`config.mk`:
```
export PLATFORM = sky130hd
export DESIGN_NAME = hls_deadlock_report
export DESIGN_NICKNAME = d
export VERILOG_FILES = /design/src/rtl/hls_deadlock_report.sv
export SDC_FILE = /design/constraint.sdc
export NUM_CORES = 1
export LEC_CHECK = 0
export ABC_CLOCK_PERIOD_IN_PS = 2910
export CORE_MARGIN = 1
export CORE_UTILIZATION = 54
export CTS_CLUSTER_DIAMETER = 120
export DETAILED_ROUTE_END_ITERATION = 6
export PLACE_DENSITY = 0.84
export SETUP_SLACK_MARGIN = 0.4
export SLEW_MARGIN = 15
export SYNTH_ARGS = -nofsm -noshare
export SYNTH_HDL_FRONTEND = slang
export SYNTH_SLANG_ARGS = --single-unit
```
`constraint.sdc`:
```
create_clock -name clock -period 2.91 [get_ports clock]
set_input_delay 0.4365 -clock clock [delete_from_list [all_inputs] [get_ports clock]]
set_output_delay 0.4365 -clock clock [all_outputs]
set_load 0.01 [all_outputs]
```
`src/rtl/hls_deadlock_report.sv`:
```
// hls_deadlock_report
// Qualifies the deadlock monitor's block flag as persistent (THRESH consecutive
// cycles) and latches a sticky report: blocked-channel info, free-run timestamp
// of the first cycle of the qualifying run, and how long the block has lasted
// since declaration. The interrupt stays high until software pulses clear.
module hls_deadlock_report #(
  parameter int INFO_W = 9,
  parameter int THRESH = 1024,
  parameter int CNT_W  = 32
) (
  input  logic              clock,
  input  logic              reset,
  input  logic              enable,
  input  logic              clear,
  input  logic              block_in,
  input  logic [INFO_W-1:0] block_info_in,
  output logic              deadlock,
  output logic              irq,
  output logic              block_active,
  output logic [INFO_W-1:0] info_latched,
  output logic [CNT_W-1:0]  onset_stamp,
  output logic [CNT_W-1:0]  duration,
  output logic [1:0]        state
);

  localparam int RUN_W = $clog2(THRESH + 1);

  typedef enum logic [1:0] {
    ST_IDLE    = 2'd0,
    ST_PENDING = 2'd1,
    ST_LATCHED = 2'd2
  } state_e;

  state_e              state_q, state_d;
  logic [RUN_W-1:0]    run_q, run_d;
  logic [CNT_W-1:0]    cand_q, cand_d;
  logic [INFO_W-1:0]   info_q, info_d;
  logic [CNT_W-1:0]    onset_q, onset_d;
  logic [CNT_W-1:0]    dur_q, dur_d;
  logic [CNT_W-1:0]    free_q;
  logic                blk_q;

  // Free-running timestamp counter; wraps and never stops.
  always_ff @(posedge clock) begin
    if (reset) begin
      free_q <= '0;
    end else begin
      free_q <= free_q + CNT_W'(1);
    end
  end

  // One-cycle delayed copy of the monitor's block flag.
  always_ff @(posedge clock) begin
    if (reset) begin
      blk_q <= 1'b0;
    end else begin
      blk_q <= block_in;
    end
  end

  // FSM state register.
  always_ff @(posedge clock) begin
    if (reset) begin
      state_q <= ST_IDLE;
    end else begin
      state_q <= state_d;
    end
  end

  // Run counter, onset candidate and latched report registers.
  always_ff @(posedge clock) begin
    if (reset) begin
      run_q   <= '0;
      cand_q  <= '0;
      info_q  <= '0;
      onset_q <= '0;
      dur_q   <= '0;
    end else begin
      run_q   <= run_d;
      cand_q  <= cand_d;
      info_q  <= info_d;
      onset_q <= onset_d;
      dur_q   <= dur_d;
    end
  end

  // Next-state and report update: qualify the block run, latch, count, clear.
  always_comb begin
    state_d = state_q;
    run_d   = run_q;
    cand_d  = cand_q;
    info_d  = info_q;
    onset_d = onset_q;
    dur_d   = dur_q;
    case (state_q)
      ST_IDLE: begin
        run_d = '0;
        if (enable && block_in && !clear) begin
          cand_d = free_q;
          if (THRESH == 1) begin
            // A single qualifying sample is already the declaring one.
            state_d = ST_LATCHED;
            info_d  = block_info_in;
            onset_d = free_q;
            dur_d   = CNT_W'(1);
          end else begin
            state_d = ST_PENDING;
            run_d   = RUN_W'(1);
          end
        end
      end
      ST_PENDING: begin
        if (clear || !enable || !block_in) begin
          // Clear has priority even over the THRESH-th sample.
          state_d = ST_IDLE;
          run_d   = '0;
          cand_d  = '0;
        end else if (run_q + RUN_W'(1) == RUN_W'(THRESH)) begin
          state_d = ST_LATCHED;
          run_d   = '0;
          info_d  = block_info_in;
          onset_d = cand_q;
          dur_d   = CNT_W'(1);
        end else begin
          run_d = run_q + RUN_W'(1);
        end
      end
      ST_LATCHED: begin
        if (clear) begin
          state_d = ST_IDLE;
          run_d   = '0;
          cand_d  = '0;
          info_d  = '0;
          onset_d = '0;
          dur_d   = '0;
        end else if (block_in && (dur_q != '1)) begin
          dur_d = dur_q + CNT_W'(1);
        end
      end
      default: begin
        state_d = ST_IDLE;
        run_d   = '0;
      end
    endcase
  end

  // Outputs: sticky flag and interrupt follow the LATCHED state directly.
  always_comb begin
    deadlock     = (state_q == ST_LATCHED);
    irq          = (state_q == ST_LATCHED);
    block_active = blk_q;
    info_latched = info_q;
    onset_stamp  = onset_q;
    duration     = dur_q;
    state        = state_q;
  end

endmodule

```
==> impl_metrics.toml, run 1 <==
[run_status]
outcome = "completed"

[die]
core-area_um2 = 11400
die_h_um = 110
start_util = 0.553
io_pins = 92
die-area_um2 = 12100
rows = 39
dieWidth_um = 110

[critical_path]
crit_type = "flip-flop to flip-flop"
path_cells = "and4_4 > a2111oi_4 > o2111ai_4 > o31a_1 > buf_4 > or4_1 > xor2_1 > nor2_1"
cp_max_fo = 10
arrival_ns = 2.91
cpPeakStageDelay_ns = 0.55
worstPathRequired_ns = 3.21
critPathLaunchType = "flip-flop"
cp-end-kind = "flip-flop"
crit_path_top_delay_cell = "or4_1"

[cells_and_area]
fin_nets = 828
final_util = 0.726
layout-drive-gt1-share = 0.133
n_antenna_cell = 0
finalInstanceArea_um2 = 8260
final_common_cell = "dfxtp_1"
area_delta_synth_final_pct = 31.3
mostFrequentLayoutCells = "dfxtp_1, nor2_1, clkdlybuf4s50_1"
layout.cells.non_filler = 962

[clocking]
clockBufferDepth = 2
h-tree-depth = 4
worst_skew_pair.late_latency_ns = 0.43
cts_made_buffers = 17
numClockSinks = 151
clk_pin_slew_ns = 0.06
root_buffer = "clkbuf_16"
tritoncts = "built"

[route]
viasPerCell = 5.93
first_pass_iters = 4
ant_nets = 0
routed_wl_um = 16000
vias = 5706
wl_per_cell_um = 16.6
drc = 0
dr.first_iter.drc_count = 354

[synthesis]
synth_top_cell_area_share = 0.481
synth_seq_area_share = 0.481
syn_area_um2 = 6290
synth_area_leaders = "dfxtp_1, nor2_1, a22o_1"
synthFlopType = "dfxtp_1"
yosys_warnings = 0
synthCells = 700
synth_edf_count = 0
synth-async-reset-ratio = 0
synth_area_leader_cell = "dfxtp_1"
syn-num-nets = 720
syn_area_per_cell_um2 = 8.99
yosysUniqueCellTypes = 54
synth_seq_cells = 151

[global_routing]
first_global_vias = 5565
grt_max_degree = 65
grt.total_usage = 0.274
grt-ovfl-total = 0
grt_first_pass_wirelength_um = 25700
antenna_found_initial = 0

[run]
maxCapViolations = 0

[placed_design]
placed_cells = 915
routabilityCongestion = 0.853
portBuffers = 91
place_area_um2 = 7420
dpl.hpwl_um = 9880
preCtsSetupSlack_ns = 0.0800

[sta]
min_period_over_period = 0.896
setup_viol = 0
fin_skew_ns = 0.0102
relSlewSlack = 0.652
drv_slew = 0
finalSetupTns_ns = 0
hold_viol = 0
fin_crit_ns = 2.61
setup_ws_ns = 0.302
clock.fmax_mhz = 383
rsz0062_at_grt = "yes"
tightest_slew_ns = 0.517

[min_path]
worst_hold_path_type = "input pin to flip-flop"

[power_and_ir_drop]
clockPowerShare = 0.465
switchingPower_w = 0.00102
pwr-share-comb = 0.064
powerDensity_nw_per_um2 = 535
p_int_w = 0.00340
power.leakage_nw = 2.84
p_sw_frac = 0.231
pwr-share-seq = 0.471
vdd_drop_max_mv = 0.393
==> what timing repair did <==
action,4_1_cts,5_1_grt
resized for setup,26,19
setup endpoints to repair,78,99
hold buffers,0,0
buffers inserted,10,7
pin swaps,10,7
gates cloned,0,0
==> flip-flops by register name, indices dropped and copies added (netlist names) <==
signal / flops
cand_q: 32
duration: 32
free_q: 32
onset_stamp: 32
run_q: 11
info_latched: 9
state: 2
block_active: 1
==> area by class of cell <==
type	count	area, um2
Sequential cell	151	3060
Multi-Input combinational cell	497	3210
Inverter	11	41.3
Clock buffer	23	478
Clock inverter	7	71.3
Fill cell	820	3110
Tap cell	143	179
Timing Repair Buffer	130	1230
==> kinds of logic (layout without fill, tap and decap cells) <==
| kind of cell | Yosys count | count (layout) | share of synthesized area |
|---|---|---|---|
| fa+ha+maj | 6 | 6 | 0.0119 |
| compound gates | 141 | 141 | 0.155 |
| flops | 151 | 151 | 0.481 |
| buf+inv | 52 | 171 | 0.0342 |
| simple gates | 301 | 301 | 0.250 |
| xor+xnor | 49 | 49 | 0.0682 |
==> through the flow <==
step	power [W]	hold slack, ns
floorplan	0.00230	0.425
global placement	0.00238	0.437
detailed placement	0.00239	0.446
CTS	0.00443	0.315
global route	0.00456	0.333
finish	0.00442	0.323
==> path summary, 6_finish.rpt <==
path / from / endpoint / slack (ns) / cells past startpoint
min: reset / run_q[8] / 0.32 / 2
max: run_q[1] / duration[31] / 0.30 / 8
min reg2reg: free_q[0] / free_q[0] / 0.45 / 1
max reg2reg: run_q[1] / duration[31] / 0.30 / 8
==> Yosys cell counts, types with 5 or more instances <==
| cell type | instances |
|---|---|
| a21oi_1 | 60 |
| a22o_1 | 41 |
| and3_1 | 11 |
| and4_1 | 5 |
| buf_2 | 7 |
| clkbuf_1 | 30 |
| dfxtp_1 | 151 |
| ha_1 | 6 |
| inv_1 | 11 |
| nand2_1 | 36 |
| nand3_1 | 32 |
| nand4_1 | 19 |
| nor2_1 | 105 |
| nor3_1 | 12 |
| nor3b_1 | 29 |
| nor4_1 | 10 |
| o21ai_0 | 17 |
| or3_1 | 9 |
| or4_1 | 9 |
| xnor2_1 | 22 |
| xor2_1 | 27 |
==> per-layer routing <==
metal / global-route usage / share of wire
met1: 0.326 / 0.42
met2: 0.460 / 0.49
met3: 0.0557 / 0.059
met5: 0 / 0
met4: 0.148 / 0.025
==> worst max-delay path, delay by kind of cell, from the launching register on <==
family	cells	cell delay, ns
AO/OA/AOI/OAI	3	0.95
XOR/XNOR	1	0.16
buffers and inverters	1	0.18
flip-flops	1	0.38
AND/OR/NAND/NOR	3	0.80
==> power groups by stage <==
stage               clock network [W]  registers, W  logic (W)
floorplan                           0       0.00213   0.000165
global placement                    0       0.00213   0.000247
detailed placement                  0       0.00214   0.000256
CTS                           0.00207       0.00209   0.000267
global route                  0.00217       0.00208   0.000303
finish                        0.00206       0.00208   0.000282
Note: power is estimated with default switching activity, not from simulation.
==> inputs of run 2 (changes only) <==
Settings changed: PLACE_DENSITY 0.84 to default, PLACE_DENSITY_LB_ADDON from default to 0.25.
==> run 2 against run 1 <==
Sequential share of layout area decreased by 0.42 points. Global-route usage shrank 0.26 points. Clock power grew 9%. Cell area increased by 1.2%. Register-to-register slack gained 0.06 ns. Die area unchanged. Via count decreased by 0.95%. Routed wire length fell by 0.48%. Clock skew decreased by 0.0029 ns. Sequential power about the same. Clock-buffer cell count fell by 1. Total power up 4.6%. Highest routed layer unchanged.
==> impl_metrics.toml, run 2 (synthesis results as in run 1) <==
[cells_and_area]
area_delta_synth_final_pct = 32.9
mostFrequentLayoutCells = "dfxtp_1, nor2_1, clkdlybuf4s50_1"
n_antenna_cell = 0
final_util = 0.735
final_common_cell = "dfxtp_1"
layout-drive-gt1-share = 0.143
fin_nets = 825

[critical_path]
cp_max_fo = 8
arrival_ns = 2.91
worstPathRequired_ns = 3.26
cp-end-kind = "flip-flop"
r2r_setup_slack_ns = 0.36
critPathLaunchType = "flip-flop"
crit_type = "flip-flop to flip-flop"

[sta]
drv_slew = 0
hold_slack_ns = 0.461
min_period_over_period = 0.877
tightest_slew_ns = 0.639
clock.fmax_mhz = 392
rsz0062_at_grt = "yes"
fin_crit_ns = 2.55
hold_viol = 0
relSlewSlack = 0.574
fin_skew_ns = 0.00734
setup_viol = 0
finalSetupTns_ns = 0

[die]
die_h_um = 110
rows = 39
start_util = 0.553
io_pins = 92
core-area_um2 = 11400
dieWidth_um = 110
die-area_um2 = 12100

[global_routing]
antenna_found_initial = 0
first_global_vias = 5264
gr-usage-met2 = 0.444
grt_first_pass_wirelength_um = 25200
grt.total_usage = 0.271
use_met1 = 0.332
grt_max_degree = 65
met3_usage = 0.0723
grt-ovfl-total = 0
grt_busiest_layer = "met2"

[route]
drc = 0
dr.first_iter.drc_count = 351
ant_nets = 0
routed_wl_um = 15900
vias = 5652
wl_per_cell_um = 16.6
viasPerCell = 5.89
first_pass_iters = 6

[clocking]
clk_pin_slew_ns = 0.06
cts_made_buffers = 17
tritoncts = "built"
numClockSinks = 151
worst_skew_pair.late_latency_ns = 0.43
root_buffer = "clkbuf_16"
h-tree-depth = 4
hold_buffers = 0
clockBufferDepth = 2

[power_and_ir_drop]
vdd_drop_max_mv = 0.485
powerDensity_nw_per_um2 = 553
power.leakage_nw = 2.86

[placed_design]
routabilityCongestion = 0.841
dpl.hpwl_um = 9650
portBuffers = 91

[run]
maxCapViolations = 0

[run_status]
outcome = "completed"

[min_path]
worst_hold_path_type = "flip-flop to flip-flop"
## run 2: worst paths after layout
kind,startpoint,to,cells past startpoint
max,run_q[1],run_q[4],9
min,free_q[0],free_q[0],1
max reg2reg,run_q[1],run_q[4],9
min reg2reg,free_q[0],free_q[0],1
## run 2: per-stage QoR
stage          area (um2)  setup slack, ns  instances  total power, W
4_1_cts              8190            0.394        949         0.00462
3_3_place_gp         7390            0.267        912         0.00238
5_1_grt              8360            0.313        959         0.00475
2_1_floorplan        6310            0.390        700         0.00230
3_5_place_dp         7390            0.108        912         0.00239
6_report             8360            0.358        959         0.00462
## run 2: timing repair
action / CTS / global route
hold endpoints to repair: 0 / 0
endpoints found under the setup margin: 105 / 103
cloned: 1 / 0
gates resized for setup: 31 / 32
pin swaps: 12 / 15
setup buffers: 6 / 10
## run 2: layout make-up
cell class / count / area [um2]
inverters: 11 / 41.3
well taps: 143 / 179
multi-input cells: 497 / 3260
repair buffers: 127 / 1220
fillers: 824 / 3010
flip-flops and latches: 151 / 3060
clock inverters: 8 / 121
clock buffers: 22 / 484
## run 2: report_power, final
group | internal [W] | total [W] | switching (W)
Combinational | 0.0000968 | 0.000295 | 0.000198
Sequential | 0.00207 | 0.00208 | 0.0000122
Clock | 0.00143 | 0.00224 | 0.000820
Total | 0.00359 | 0.00462 | 0.00103
## run 2: routing by layer
metal,wire length (um),vias to the layer above
met5,0,-
met1,7040,2702
li1,-,2710
met3,949,35
met4,416,0
met2,7470,205
## run 2: critical path, stage by stage (launching register included)
cell and delay (ns):
dfxtp_4 0.39, nand3_2 0.17, or4_1 0.64, o2111ai_4 0.18, buf_4 0.18, o21bai_2 0.14
buf_4 0.22, nor4_1 0.36, a21oi_1 0.08, nor2_1 0.10
==> inputs of run 3 (changes only) <==
Settings changed: ABC_CLOCK_PERIOD_IN_PS 2910 to 2550, PLACE_DENSITY_LB_ADDON 0.25 to 0.08.
Clock period 2.91 ns to 2.55 ns, I/O delays scaled along.
==> run 3 against run 2 <==
The run now ends with setup timing left. Routed wire length up 35%. Core utilization is 11 points higher. Sequential power up 14%. Global-route usage is 4.8 points higher. Hold slack gained 0.0097 ns. Cell area rose by 14%. Register-to-register slack lost 0.46 ns. Clock-buffer cell count shrank 2. Sequential share of layout area shrank 4.5 points. Non-clock buffer count up 56. Clock power is 25% higher. Critical path type unchanged. Critical endpoint is now duration[31].
==> impl_metrics.toml, run 3 (synthesis results as in run 1) <==
[global_routing]
grt_first_pass_wirelength_um = 29200
first_global_vias = 5963
grt-ovfl-total = 0
antenna_found_initial = 0
grt_max_degree = 54
grt.total_usage = 0.319

[critical_path]
cpPeakStageDelay_ns = 0.57
crit_type = "flip-flop to flip-flop"
crit_path_top_delay_cell = "or4_4"
path_buf_inv = 0
path_cells = "nand4_1 > or3_4 > nor3_1 > nand2_1 > or4_4 > xor2_1 > nor2_1"
r2r_cells = 7
cp_top_family = "simple AND/OR/NAND/NOR gates"
cp_max_fo = 6
cp-end-kind = "flip-flop"
critPathLaunchType = "flip-flop"
r2r-end = "duration[31]"
worstPathRequired_ns = 2.86
r2r_setup_slack_ns = -0.10
setup.worst_path.start = "duration[14]"
arrival_ns = 2.97
r2r-start = "duration[14]"

[route]
dr.first_iter.drc_count = 504
ant_nets = 0
vias = 6365
routed_wl_um = 21500
viasPerCell = 6.26
drc = 0
first_pass_iters = 7
wl_per_cell_um = 21.1

[cells_and_area]
final_common_cell = "dfxtp_1"
multi_input_area_um2 = 3690
area_delta_synth_final_pct = 52.0
mostFrequentLayoutCells = "dfxtp_1, nor2_1, clkdlybuf4s50_1"
layout-drive-gt1-share = 0.268
seq_area_um2 = 3070
nFillCells = 583
n_antenna_cell = 0
fin_nets = 881

[die]
die-area_um2 = 12100
rows = 39
die_h_um = 110
start_util = 0.553
dieWidth_um = 110
io_pins = 92
core-area_um2 = 11400

[placed_design]
routabilityCongestion = 0.861
dpl.hpwl_um = 9820
preCtsSetupSlack_ns = -0.0336
portBuffers = 91

[sta]
rsz0062_at_grt = "yes"
hold_viol = 0
setup_ws_ns = -0.103
fin_skew_ns = 0.00748
tightest_slew_ns = 0.594
relSlewSlack = 0.604
drv_slew = 0
fin_crit_ns = 2.65
setup_viol = 1
clock.fmax_mhz = 377
min_period_over_period = 1.04

[clocking]
numClockSinks = 151
worst_skew_pair.late_latency_ns = 0.43
clk_pin_slew_ns = 0.06
hold_buffers = 0
tritoncts = "built"
root_buffer = "clkbuf_16"
clockBufferDepth = 2
cts_made_buffers = 17
h-tree-depth = 4

[power_and_ir_drop]
p_total_w = 0.00581
power.leakage_nw = 3.37
powerDensity_nw_per_um2 = 608
vdd_drop_max_mv = 0.696

[min_path]
worst_hold_path_type = "flip-flop to flip-flop"
hold_start = "cand_q[3]"
hold_depth = 1
hold_end = "onset_stamp[3]"

[run_status]
violations = "setup timing"
outcome = "finished, violations left"

[run]
maxCapViolations = 0
## run 3: cell types whose count changed in the layout (fill, tap and decap cells not counted), moves of 6 or more
cell / before / now
buf_4: 30 / 56
nor4_1: 8 / 0
nand3_1: 28 / 22
a21oi_2: 1 / 8
buf_6: 4 / 22
nor3b_1: 29 / 20
nor3b_2: 0 / 8
a21oi_1: 58 / 52
## run 3: worst max-delay path by stage
stage,slack (ns),to,cells past startpoint
final,-0.10,duration[31],7
after floorplan,0.17,duration[27],8
after global routing,-0.15,duration[31],7
after CTS,0.09,duration[27],7
after global placement,0.06,duration[27],7
after detailed placement,-0.03,duration[24],7
## run 3: cell type report
| cell class | count | area share |
|---|---|---|
| clock inverters | 11 | 0.0204 |
| clock buffers | 20 | 0.0488 |
| multi-input cells | 497 | 0.386 |
| repair buffers | 183 | 0.201 |
| inverters | 11 | 0.00432 |
| flip-flops and latches | 151 | 0.321 |
| well taps | 143 | 0.0187 |
## run 3: routing by layer
| layer | up-vias | GRT usage | routed length (um) |
|---|---|---|---|
| li1 | 2838 | - | - |
| met1 | 3104 | 0.392 | 8560 |
| met2 | 343 | 0.532 | 10300 |
| met3 | 80 | 0.0616 | 1730 |
| met4 | 0 | 0.161 | 874 |
| met5 | - | 0 | 0 |
## run 3: where the power goes
part	switching, W	leakage (nW)	internal (W)	total (W)
clock network	0.000998	0.323	0.00181	0.00281
registers	0.0000164	1.23	0.00236	0.00238
logic	0.000347	1.82	0.000273	0.000620
total	0.00136	3.37	0.00445	0.00581
## run 3: metrics by stage
| step | TNS (ns) | area (um2) | util | cells | hold slack [ns] |
|---|---|---|---|---|---|
| 2_1_floorplan | 0 | 6500 | - | 700 | 0.425 |
| 3_3_place_gp | 0 | 7690 | 0.676 | 927 | 0.438 |
| 3_5_place_dp | -0.0725 | 7690 | 0.676 | 927 | 0.456 |
| 4_1_cts | 0 | 9110 | 0.801 | 999 | 0.465 |
| 5_1_grt | -0.982 | 9560 | 0.841 | 1016 | 0.492 |
| 6_report | -0.103 | 9560 | 0.841 | 1016 | 0.471 |
## run 3: worst reg2reg max path, stage by stage, from the launching register on
cell and delay [ns]:
dfxtp_1 0.50, nand4_1 0.20, or3_4 0.46, nor3_1 0.36
nand2_1 0.13, or4_4 0.57, xor2_1 0.25, nor2_1 0.07
## run 3: what timing repair did
item / 4_1_cts / 5_1_grt
pin swaps: 53 / 37
buffers inserted: 31 / 11
endpoints found under the setup margin: 117 / 121
cloned: 10 / 6
resized for setup: 75 / 63
hold endpoints to repair: 0 / 0
